## config.mk

```make
export PLATFORM = sky130hd
export DESIGN_NAME = controlador_compra_flat
export DESIGN_NICKNAME = d
export VERILOG_FILES = /design/src/rtl/controlador_compra_if.sv /design/src/rtl/controlador_compra.sv /design/src/flat_wrapper.sv
export SDC_FILE = /design/constraint.sdc
export NUM_CORES = 1
export LEC_CHECK = 0
export CORE_UTILIZATION = 25
export DETAILED_ROUTE_END_ITERATION = 8
export SYNTH_ARGS = -nofsm -noshare
export SYNTH_HDL_FRONTEND = slang
export SYNTH_SLANG_ARGS = --single-unit
```

## constraint.sdc

```tcl
create_clock -name clk -period 2.9 [get_ports clk]
set_input_delay 0.58 -clock clk [delete_from_list [all_inputs] [get_ports clk]]
set_output_delay 0.58 -clock clk [all_outputs]
set_load 0.1 [all_outputs]
```

## src/rtl/controlador_compra_if.sv

```systemverilog
// Bus between the checkout sequencer, the scale front panel and the price/weight accumulator.
// The slave modport is the sequencer's view; master is the environment driving it.
interface controlador_compra_if #(
  parameter int W  = 11,
  parameter int IW = 4
);
  logic [W-1:0]  peso_balanca;
  logic [W-1:0]  preco_unitario;
  logic          pedido_taxa;
  logic          pedido_fim;
  logic          anular;
  logic          emissao_talao;
  logic [W-1:0]  preco_produto;
  logic [W-1:0]  peso_produto;
  logic          subtrair;
  logic          taxa;
  logic          fim_compra;
  logic          limpar;
  logic [IW-1:0] num_itens;
  logic          erro;

  modport master (
    output peso_balanca, preco_unitario, pedido_taxa, pedido_fim, anular, emissao_talao,
    input  preco_produto, peso_produto, subtrair, taxa, fim_compra, limpar, num_itens, erro
  );

  modport slave (
    input  peso_balanca, preco_unitario, pedido_taxa, pedido_fim, anular, emissao_talao,
    output preco_produto, peso_produto, subtrair, taxa, fim_compra, limpar, num_itens, erro
  );
endinterface

```

## src/rtl/controlador_compra.sv

```systemverilog
// Checkout sequencer: debounces the scale, registers one item per stable weight, runs the
// fee/finish/receipt/clear handshake. Define ANULAR_ITEM_EN to enable single-level item undo.
module controlador_compra #(
  parameter int W              = 11,
  parameter int ESTAVEL_CICLOS = 4,
  parameter int MAX_ITENS      = 15,
  parameter int IW             = 4,
  parameter int TALAO_TIMEOUT  = 16
) (
  input logic                 clk,
  input logic                 rst,
  controlador_compra_if.slave bus
);

  localparam int CW = $clog2(ESTAVEL_CICLOS + 1);
  localparam int TW = $clog2(TALAO_TIMEOUT + 1);

  typedef enum logic [2:0] {
    ESPERA, PESAGEM, REGISTO, RETIRADA, TAXA, FIM, LIMPEZA
  } estado_t;

  estado_t       estado, estado_n;
  logic [CW-1:0] cnt, cnt_n;
  logic [TW-1:0] timer, timer_n;
  logic [W-1:0]  amostra, amostra_n;
  logic [W-1:0]  item_preco, item_preco_n;
  logic [W-1:0]  item_peso, item_peso_n;
  logic          taxa_lat, taxa_lat_n;

  logic [W-1:0]  preco_q, preco_n;
  logic [W-1:0]  peso_q, peso_n;
  logic          subtrair_q, subtrair_n;
  logic          taxa_q, taxa_n;
  logic          fim_q, fim_n;
  logic          limpar_q, limpar_n;
  logic [IW-1:0] num_q, num_n;
  logic          erro_q, erro_n;

`ifdef ANULAR_ITEM_EN
  logic [W-1:0]  last_preco, last_preco_n;
  logic [W-1:0]  last_peso, last_peso_n;
  logic          undo_ok, undo_ok_n;
`else
  logic          unused_anular;
  assign unused_anular = bus.anular;
`endif

  // Every register is a next-state function of the current state, so outputs are fully registered.
  always_comb begin
    estado_n     = estado;
    cnt_n        = cnt;
    timer_n      = timer;
    amostra_n    = amostra;
    item_preco_n = item_preco;
    item_peso_n  = item_peso;
    taxa_lat_n   = taxa_lat;
    preco_n      = '0;
    peso_n       = '0;
    subtrair_n   = 1'b0;
    taxa_n       = taxa_q;
    fim_n        = 1'b0;
    limpar_n     = 1'b0;
    num_n        = num_q;
    erro_n       = erro_q;
`ifdef ANULAR_ITEM_EN
    last_preco_n = last_preco;
    last_peso_n  = last_peso;
    undo_ok_n    = undo_ok;
`endif
    case (estado)
      ESPERA: begin
        taxa_lat_n = bus.pedido_taxa;
        if (bus.peso_balanca != '0) begin
          estado_n  = PESAGEM;
          cnt_n     = '0;
          amostra_n = bus.peso_balanca;
        end else if (bus.pedido_fim && num_q != '0) begin
          estado_n = TAXA;
        end
`ifdef ANULAR_ITEM_EN
        else if (bus.anular && num_q != '0 && undo_ok) begin
          preco_n    = last_preco;
          peso_n     = last_peso;
          subtrair_n = 1'b1;
          num_n      = num_q - IW'(1);
          undo_ok_n  = 1'b0;
        end
`endif
      end
      PESAGEM: begin
        amostra_n = bus.peso_balanca;
        if (bus.peso_balanca == '0) begin
          estado_n = ESPERA;
        end else if (bus.peso_balanca != amostra) begin
          cnt_n = '0;
        end else if (cnt == CW'(ESTAVEL_CICLOS - 1)) begin
          // A full purchase leaves the item on the pan unregistered until it is removed.
          if (num_q == IW'(MAX_ITENS)) begin
            erro_n   = 1'b1;
            estado_n = RETIRADA;
          end else begin
            item_preco_n = bus.preco_unitario;
            item_peso_n  = bus.peso_balanca;
            estado_n     = REGISTO;
          end
        end else begin
          cnt_n = cnt + CW'(1);
        end
      end
      REGISTO: begin
        preco_n  = item_preco;
        peso_n   = item_peso;
        num_n    = num_q + IW'(1);
        estado_n = RETIRADA;
`ifdef ANULAR_ITEM_EN
        last_preco_n = item_preco;
        last_peso_n  = item_peso;
        undo_ok_n    = 1'b1;
`endif
      end
      RETIRADA: begin
        if (bus.peso_balanca == '0) estado_n = ESPERA;
      end
      TAXA: begin
        taxa_n   = taxa_lat;
        timer_n  = '0;
        estado_n = FIM;
      end
      FIM: begin
        fim_n = 1'b1;
        if (bus.emissao_talao) begin
          estado_n = LIMPEZA;
        end else if (timer == TW'(TALAO_TIMEOUT - 1)) begin
          erro_n   = 1'b1;
          estado_n = LIMPEZA;
        end else begin
          timer_n = timer + TW'(1);
        end
      end
      LIMPEZA: begin
        limpar_n   = 1'b1;
        num_n      = '0;
        taxa_n     = 1'b0;
        taxa_lat_n = 1'b0;
        erro_n     = 1'b0;
        estado_n   = ESPERA;
`ifdef ANULAR_ITEM_EN
        undo_ok_n  = 1'b0;
`endif
      end
      default: estado_n = ESPERA;
    endcase
  end

  always_ff @(posedge clk) begin
    if (!rst) begin
      estado     <= ESPERA;
      cnt        <= '0;
      timer      <= '0;
      amostra    <= '0;
      item_preco <= '0;
      item_peso  <= '0;
      taxa_lat   <= 1'b0;
      preco_q    <= '0;
      peso_q     <= '0;
      subtrair_q <= 1'b0;
      taxa_q     <= 1'b0;
      fim_q      <= 1'b0;
      limpar_q   <= 1'b0;
      num_q      <= '0;
      erro_q     <= 1'b0;
`ifdef ANULAR_ITEM_EN
      last_preco <= '0;
      last_peso  <= '0;
      undo_ok    <= 1'b0;
`endif
    end else begin
      estado     <= estado_n;
      cnt        <= cnt_n;
      timer      <= timer_n;
      amostra    <= amostra_n;
      item_preco <= item_preco_n;
      item_peso  <= item_peso_n;
      taxa_lat   <= taxa_lat_n;
      preco_q    <= preco_n;
      peso_q     <= peso_n;
      subtrair_q <= subtrair_n;
      taxa_q     <= taxa_n;
      fim_q      <= fim_n;
      limpar_q   <= limpar_n;
      num_q      <= num_n;
      erro_q     <= erro_n;
`ifdef ANULAR_ITEM_EN
      last_preco <= last_preco_n;
      last_peso  <= last_peso_n;
      undo_ok    <= undo_ok_n;
`endif
    end
  end

  assign bus.preco_produto = preco_q;
  assign bus.peso_produto  = peso_q;
  assign bus.subtrair      = subtrair_q;
  assign bus.taxa          = taxa_q;
  assign bus.fim_compra    = fim_q;
  assign bus.limpar        = limpar_q;
  assign bus.num_itens     = num_q;
  assign bus.erro          = erro_q;

endmodule
```

## src/flat_wrapper.sv

```systemverilog
// flat-port wrapper written by rule: the top's interface ports become plain ports
module controlador_compra_flat 
#(
  parameter int W              = 11,
  parameter int ESTAVEL_CICLOS = 4,
  parameter int MAX_ITENS      = 15,
  parameter int IW             = 4,
  parameter int TALAO_TIMEOUT  = 16
)
  (clk, rst, bus_peso_balanca, bus_preco_unitario, bus_pedido_taxa, bus_pedido_fim, bus_anular, bus_emissao_talao, bus_preco_produto, bus_peso_produto, bus_subtrair, bus_taxa, bus_fim_compra, bus_limpar, bus_num_itens, bus_erro);
  controlador_compra_if #(.W(W), .IW(IW)) bus_i ();
  input logic clk;
  input logic rst;
  input wire logic [$bits(bus_i.peso_balanca)-1:0] bus_peso_balanca;
  input wire logic [$bits(bus_i.preco_unitario)-1:0] bus_preco_unitario;
  input wire logic [$bits(bus_i.pedido_taxa)-1:0] bus_pedido_taxa;
  input wire logic [$bits(bus_i.pedido_fim)-1:0] bus_pedido_fim;
  input wire logic [$bits(bus_i.anular)-1:0] bus_anular;
  input wire logic [$bits(bus_i.emissao_talao)-1:0] bus_emissao_talao;
  output wire logic [$bits(bus_i.preco_produto)-1:0] bus_preco_produto;
  output wire logic [$bits(bus_i.peso_produto)-1:0] bus_peso_produto;
  output wire logic [$bits(bus_i.subtrair)-1:0] bus_subtrair;
  output wire logic [$bits(bus_i.taxa)-1:0] bus_taxa;
  output wire logic [$bits(bus_i.fim_compra)-1:0] bus_fim_compra;
  output wire logic [$bits(bus_i.limpar)-1:0] bus_limpar;
  output wire logic [$bits(bus_i.num_itens)-1:0] bus_num_itens;
  output wire logic [$bits(bus_i.erro)-1:0] bus_erro;
  assign bus_i.peso_balanca = bus_peso_balanca;
  assign bus_i.preco_unitario = bus_preco_unitario;
  assign bus_i.pedido_taxa = bus_pedido_taxa;
  assign bus_i.pedido_fim = bus_pedido_fim;
  assign bus_i.anular = bus_anular;
  assign bus_i.emissao_talao = bus_emissao_talao;
  assign bus_preco_produto = bus_i.preco_produto;
  assign bus_peso_produto = bus_i.peso_produto;
  assign bus_subtrair = bus_i.subtrair;
  assign bus_taxa = bus_i.taxa;
  assign bus_fim_compra = bus_i.fim_compra;
  assign bus_limpar = bus_i.limpar;
  assign bus_num_itens = bus_i.num_itens;
  assign bus_erro = bus_i.erro;
  controlador_compra #(.W(W), .ESTAVEL_CICLOS(ESTAVEL_CICLOS), .MAX_ITENS(MAX_ITENS), .IW(IW), .TALAO_TIMEOUT(TALAO_TIMEOUT)) u_core (.clk(clk), .rst(rst), .bus(bus_i));
endmodule
```

**After elaboration in Yosys (flattened, before gate mapping)**

Index checks and enable logic that the tools add are counted.

- Logic and storage cells: 94
- Flip-flop bits (word level): 75
- Output and inout bits: 31

- Multiplexer cells: 32
- Bitwise operators: 3
- Reductions and logical operators: 18
- $add $sub $neg: 3
- Equality and inequality tests: 24

Operator list:

| cell | number |
|---|---|
| $mux W3 | 12 |
| $pmux W11 S2 | 1 |
| $pmux W3 S6 | 1 |
| $logic_not A11 Y1 | 1 |
| $mux W11 | 1 |
| $ne A11 B11 Y1 | 1 |
| $reduce_bool A11 Y1 | 1 |
| $mux W5 | 2 |
| $ne A2 B1 Y1 const B | 5 |
| $pmux W5 S2 | 1 |
| $reduce_and A5 Y1 | 2 |
| $reduce_bool A2 Y1 | 5 |
| $eq A3 B2 Y1 const B | 3 |
| $eq A3 B3 Y1 const B | 3 |
| $mux W1 | 9 |
| $ne A2 B2 Y1 const B | 4 |
| $pmux W4 S2 | 1 |
| $reduce_and A7 Y1 | 1 |
| $ne A3 B1 Y1 const B | 2 |
| $ne A3 B2 Y1 const B | 2 |
| $pmux W3 S2 | 1 |
| $add A5 B1 Y5 const B | 1 |
| $eq A5 B4 Y1 const B | 1 |
| $add A4 B1 Y4 const B | 1 |
| other kinds (14) | 18 |

**Logic depth before layout (Yosys ltp)**

- Word-level depth: 6
- Depth in mapped cells: 8
- Depth with buffers taken out: 8

**Worst setup path after synthesis**

No wires, ideal clock.

- Path type: flip-flop to flip-flop
- Start point: register u_core.num_q[0] (netlist: u_core.bus.num_itens[0])
- End point: register u_core.item_preco[2]
- Period minus slack after synthesis: 2,172 ps
- Path buffers: 1
- Stages on the path, launching flop included: 8
- Library setup time: 76 ps
- Arrival: 2,096 ps
- Path slack: 728 ps
- Path through: dfxtp_1 > ha_1 > and3_1 > nor3_4 > nand2_2 > clkbuf_1 > o21ai_0 > a21boi_0

- Longest elaborated chain between the ends: 3

Ends and longest elaborated chain:

| item | RTL line | source |
|---|---|---|
| from (decl) | controlador_compra.sv:36 | `logic [IW-1:0] num_q, num_n;` |
| from (signal assigned) | controlador_compra.sv:191 | `num_q <= num_n;` |
| $eq A4 B4 Y1 | controlador_compra.sv:98 | `if (num_q == IW'(MAX_ITENS)) begin` |
| $not A1 Y1 (no source line) | -- |  |
| $reduce_and A5 Y1 (no source line) | -- |  |
| to (signal assigned) | controlador_compra.sv:182 | `item_preco <= item_preco_n;` |
| to (decl) | controlador_compra.sv:26 | `logic [W-1:0] item_preco, item_preco_n;` |

No other way between the ends.
A chain may end at the register's enable or synchronous reset.

**Worst setup path after layout**

- Start point: input port bus_peso_balanca[5]
- End point: register u_core.item_preco[2]

- Longest elaborated chain between the ends: 3
- Elaborated cells between the ends (all ways): 5
- Those cells by class: 1 x eq/ne; 2 x bitwise; 2 x reduce/logical

Ends and longest elaborated chain:

| item | RTL line | source |
|---|---|---|
| from (decl) | flat_wrapper.sv:14 | `input wire logic [$bits(bus_i.peso_balanca)-1:0] bus_peso_balanca;` |
| $ne A11 B11 Y1 or $logic_not A11 Y1 (tied branches) | controlador_compra.sv:94, controlador_compra.sv:92 |  |
| $not A1 Y1 (no source line) | -- |  |
| $reduce_and A5 Y1 (no source line) (*) | -- |  |

Mark *: on every way between the ends. The rest lies on a longest branch, timed or not.

==> out/results.txt <==
Status = completed
Final wirelength = 6790 microns
Post-DR wirelength/cell = 12.1 microns
Fmax = 451 MHz
Synthesized flop and latch total = 75
Final std cells w/o fill = 559
Final clock skew = 0.00480 ns
Distinct cells, synth = 45
Final Hold Fails = 0
Largest net degree at the start of global routing = 33
Worst Tran Pin Value = 0.736 ns
Longest Clk Path Bufs = 2
Asr flop ratio synth = 0
Crit path required time = 3.16 ns
Clock transition at path regs = 0.06 ns
Hold Buf Count CTS = 0
Worst Hold Class = flip-flop to flip-flop
Core box area = 12300 sq um
Clk_lat worst skew = 0.33 ns
First-pass GRT wire length = 11300 microns
Fill cell total of the finished layout = 1268
Final HPWL DP = 4770 microns
Period utilization = 0.764
Share of layout cells above drive strength 1 = 0.171
Layout area overhead = 28.7%
N_diodes = 0
Initial DRC count = 90
Die X = 115 microns
Maximum capacitance violations = 0
Vias in the first global route = 2300
CTS tree = done
Syn_area_per_cell = 9.59 sq um
Main combinational cell family by area after synthesis = simple AND/OR/NAND/NOR gates
Crit path kind = input pin to flip-flop
Post-Synth XOR/XNOR Area = 0.0356
Seq/Total Area, Yosys = 0.469
Prevailing post-synth register cell = dfxtp_1
Sequential Area = 1500 sq um
Multi-input logic area = 1550 sq um
Final GP Congestion = 0.715
DRT antenna net count = 0
First drt pass iteration count = 4
H-tree depth = 3
Initial antenna violation count = 0
Number of enable flip-flop cells after synthesis = 0
RSZ-0062 raised after global routing = no
Nets = 421
Syn Nets = 368
TNS Setup = 0 ns
Initial Util = 0.261
Crit Path Max Fanout = 22
Synth Area in Simple Gates = 0.227
Number of I/O port buffers = 56
Tmin final = 2.22 ns
Critical path endpoint category = flip-flop
CTS buffer count = 9
Setup Buffers After CTS = 0
Final setup fails = 0
Leak = 1.58 nW
CTS Root Cell = clkbuf_16
Commonest non-fill, non-tap cell in the layout = dfxtp_1
WP data arrival = 2.47 ns
Placed cells = 544
I/O pin cnt = 59
Synth Area in Compound Gates = 0.150
Final slew viol count = 0
Adder-cell area share of the yosys netlist = 0.0234
Die area = 13300 sq um
Global-route usage over all layers = 0.111
Yosys warnings = 0
Detailed-route vias per instance = 4.32
Post-Synthesis Cells = 334
Mux cell area share after synthesis = 0.0438
Chip Height = 115 microns
Worst VDD drop = 0.000316 V
Drc violations = 0
Post_cts resized = 0
Pre-CTS setup slack = 0.325 ns
Worst setup margin = 0.685 ns
Critical path launch point type = input pin
Pwr dens = 613 nW/um^2
Max-slew headroom = 0.509
Syn Std Cell Area = 3200 sq um
Most frequent cells in the layout = dfxtp_1, buf_4, o21ai_0
CTS Sinks = 75
Row cnt = 40
Remaining Overflow, GRT = 0
DR vias = 2416
-- through the flow --
step	util	total power, mW	hold WS [ns]	cell area [sq um]
after floorplan	-	1.37	0.423	3200
after global placement	0.312	1.46	0.433	3830
after detailed placement	0.312	1.47	0.432	3830
after CTS	0.336	2.57	0.445	4120
after global routing	0.336	2.65	0.467	4120
final	0.336	2.53	0.442	4120
-- metal layers --
metal | share of wire | wire (microns) | vias up | track usage
li1 | - | - | 1249 | -
met1 | 0.48 | 3250 | 1095 | 0.140
met2 | 0.46 | 3100 | 63 | 0.174
met3 | 0.049 | 332 | 9 | 0.0327
met4 | 0.016 | 107 | 0 | 0.0519
met5 | 0 | 0 | - | 0
-- cell type report --
class                      count  area share
clock buffer                   9      0.0547
clock inverter                 6      0.0161
inverter                       7     0.00638
multi-input combinational    230       0.375
sequential                    75       0.364
tap                          168      0.0510
timing repair buffer          64       0.132
-- worst max-delay path, stage by stage --
cell and delay [ns]:
clkdlybuf4s50_1 0.51, xor2_1 0.21, nor4_2 0.35, and4_1 0.26, buf_4 0.27, nand3_1 0.11, a21boi_0 0.18
-- cell usage after synthesis, drive strengths merged, types with 4 or more instances --
cell type   n  area share
a21boi     26       0.062
a21oi       6      0.0094
and2       26       0.051
and3        4      0.0094
buf         9       0.027
clkbuf     13       0.015
dfxtp      75        0.47
ha          6       0.023
inv         7      0.0082
mux2i      14       0.044
nand2      14       0.017
nand3      25       0.043
nor2       16       0.019
nor2b      17       0.033
nor3        7       0.014
o21ai      31       0.050
xor2       13       0.036
-- report_power, final --
part,switching [mW],internal (mW),total [mW]
Sequential,0.0475,1.06,1.11
Combinational,0.178,0.152,0.329
Clock,0.420,0.663,1.08
Total,0.646,1.88,2.53
-- flip-flops by register name, indices dropped and copies added, names as in the netlist --
register and flops:
u_core.amostra 11, u_core.bus.peso_produto 11, u_core.bus.preco_produto 11, u_core.item_peso 11, u_core.item_preco 11, u_core.timer 5
u_core.bus.num_itens 4, u_core.cnt 3, u_core.estado 3, u_core.bus.erro 1, u_core.bus.fim_compra 1, u_core.bus.limpar 1
u_core.bus.taxa 1, u_core.taxa_lat 1
-- kinds of logic (layout without fill, tap and decap cells) --
group / Yosys count / in the layout
compound gates: 73 / 73
xor+xnor: 13 / 13
fa+ha+maj: 6 / 6
buf+inv: 29 / 86
flops: 75 / 75
mux: 14 / 14
other cells: 1 / 1
simple gates: 123 / 123
-- worst paths after layout --
path                            start                    endpoint  slack (ns)  cells after the start
setup / recovery  bus_peso_balanca[5]        u_core.item_preco[2]        0.68                      7
hold / removal    u_core.item_peso[7]  u_core.bus.peso_produto[7]        0.44                      1
setup reg to reg        u_core.cnt[0]         u_core.item_peso[8]        0.70                      7
hold reg to reg   u_core.item_peso[7]  u_core.bus.peso_produto[7]        0.44                      1
No activity file was read; power rests on OpenSTA's default activity.
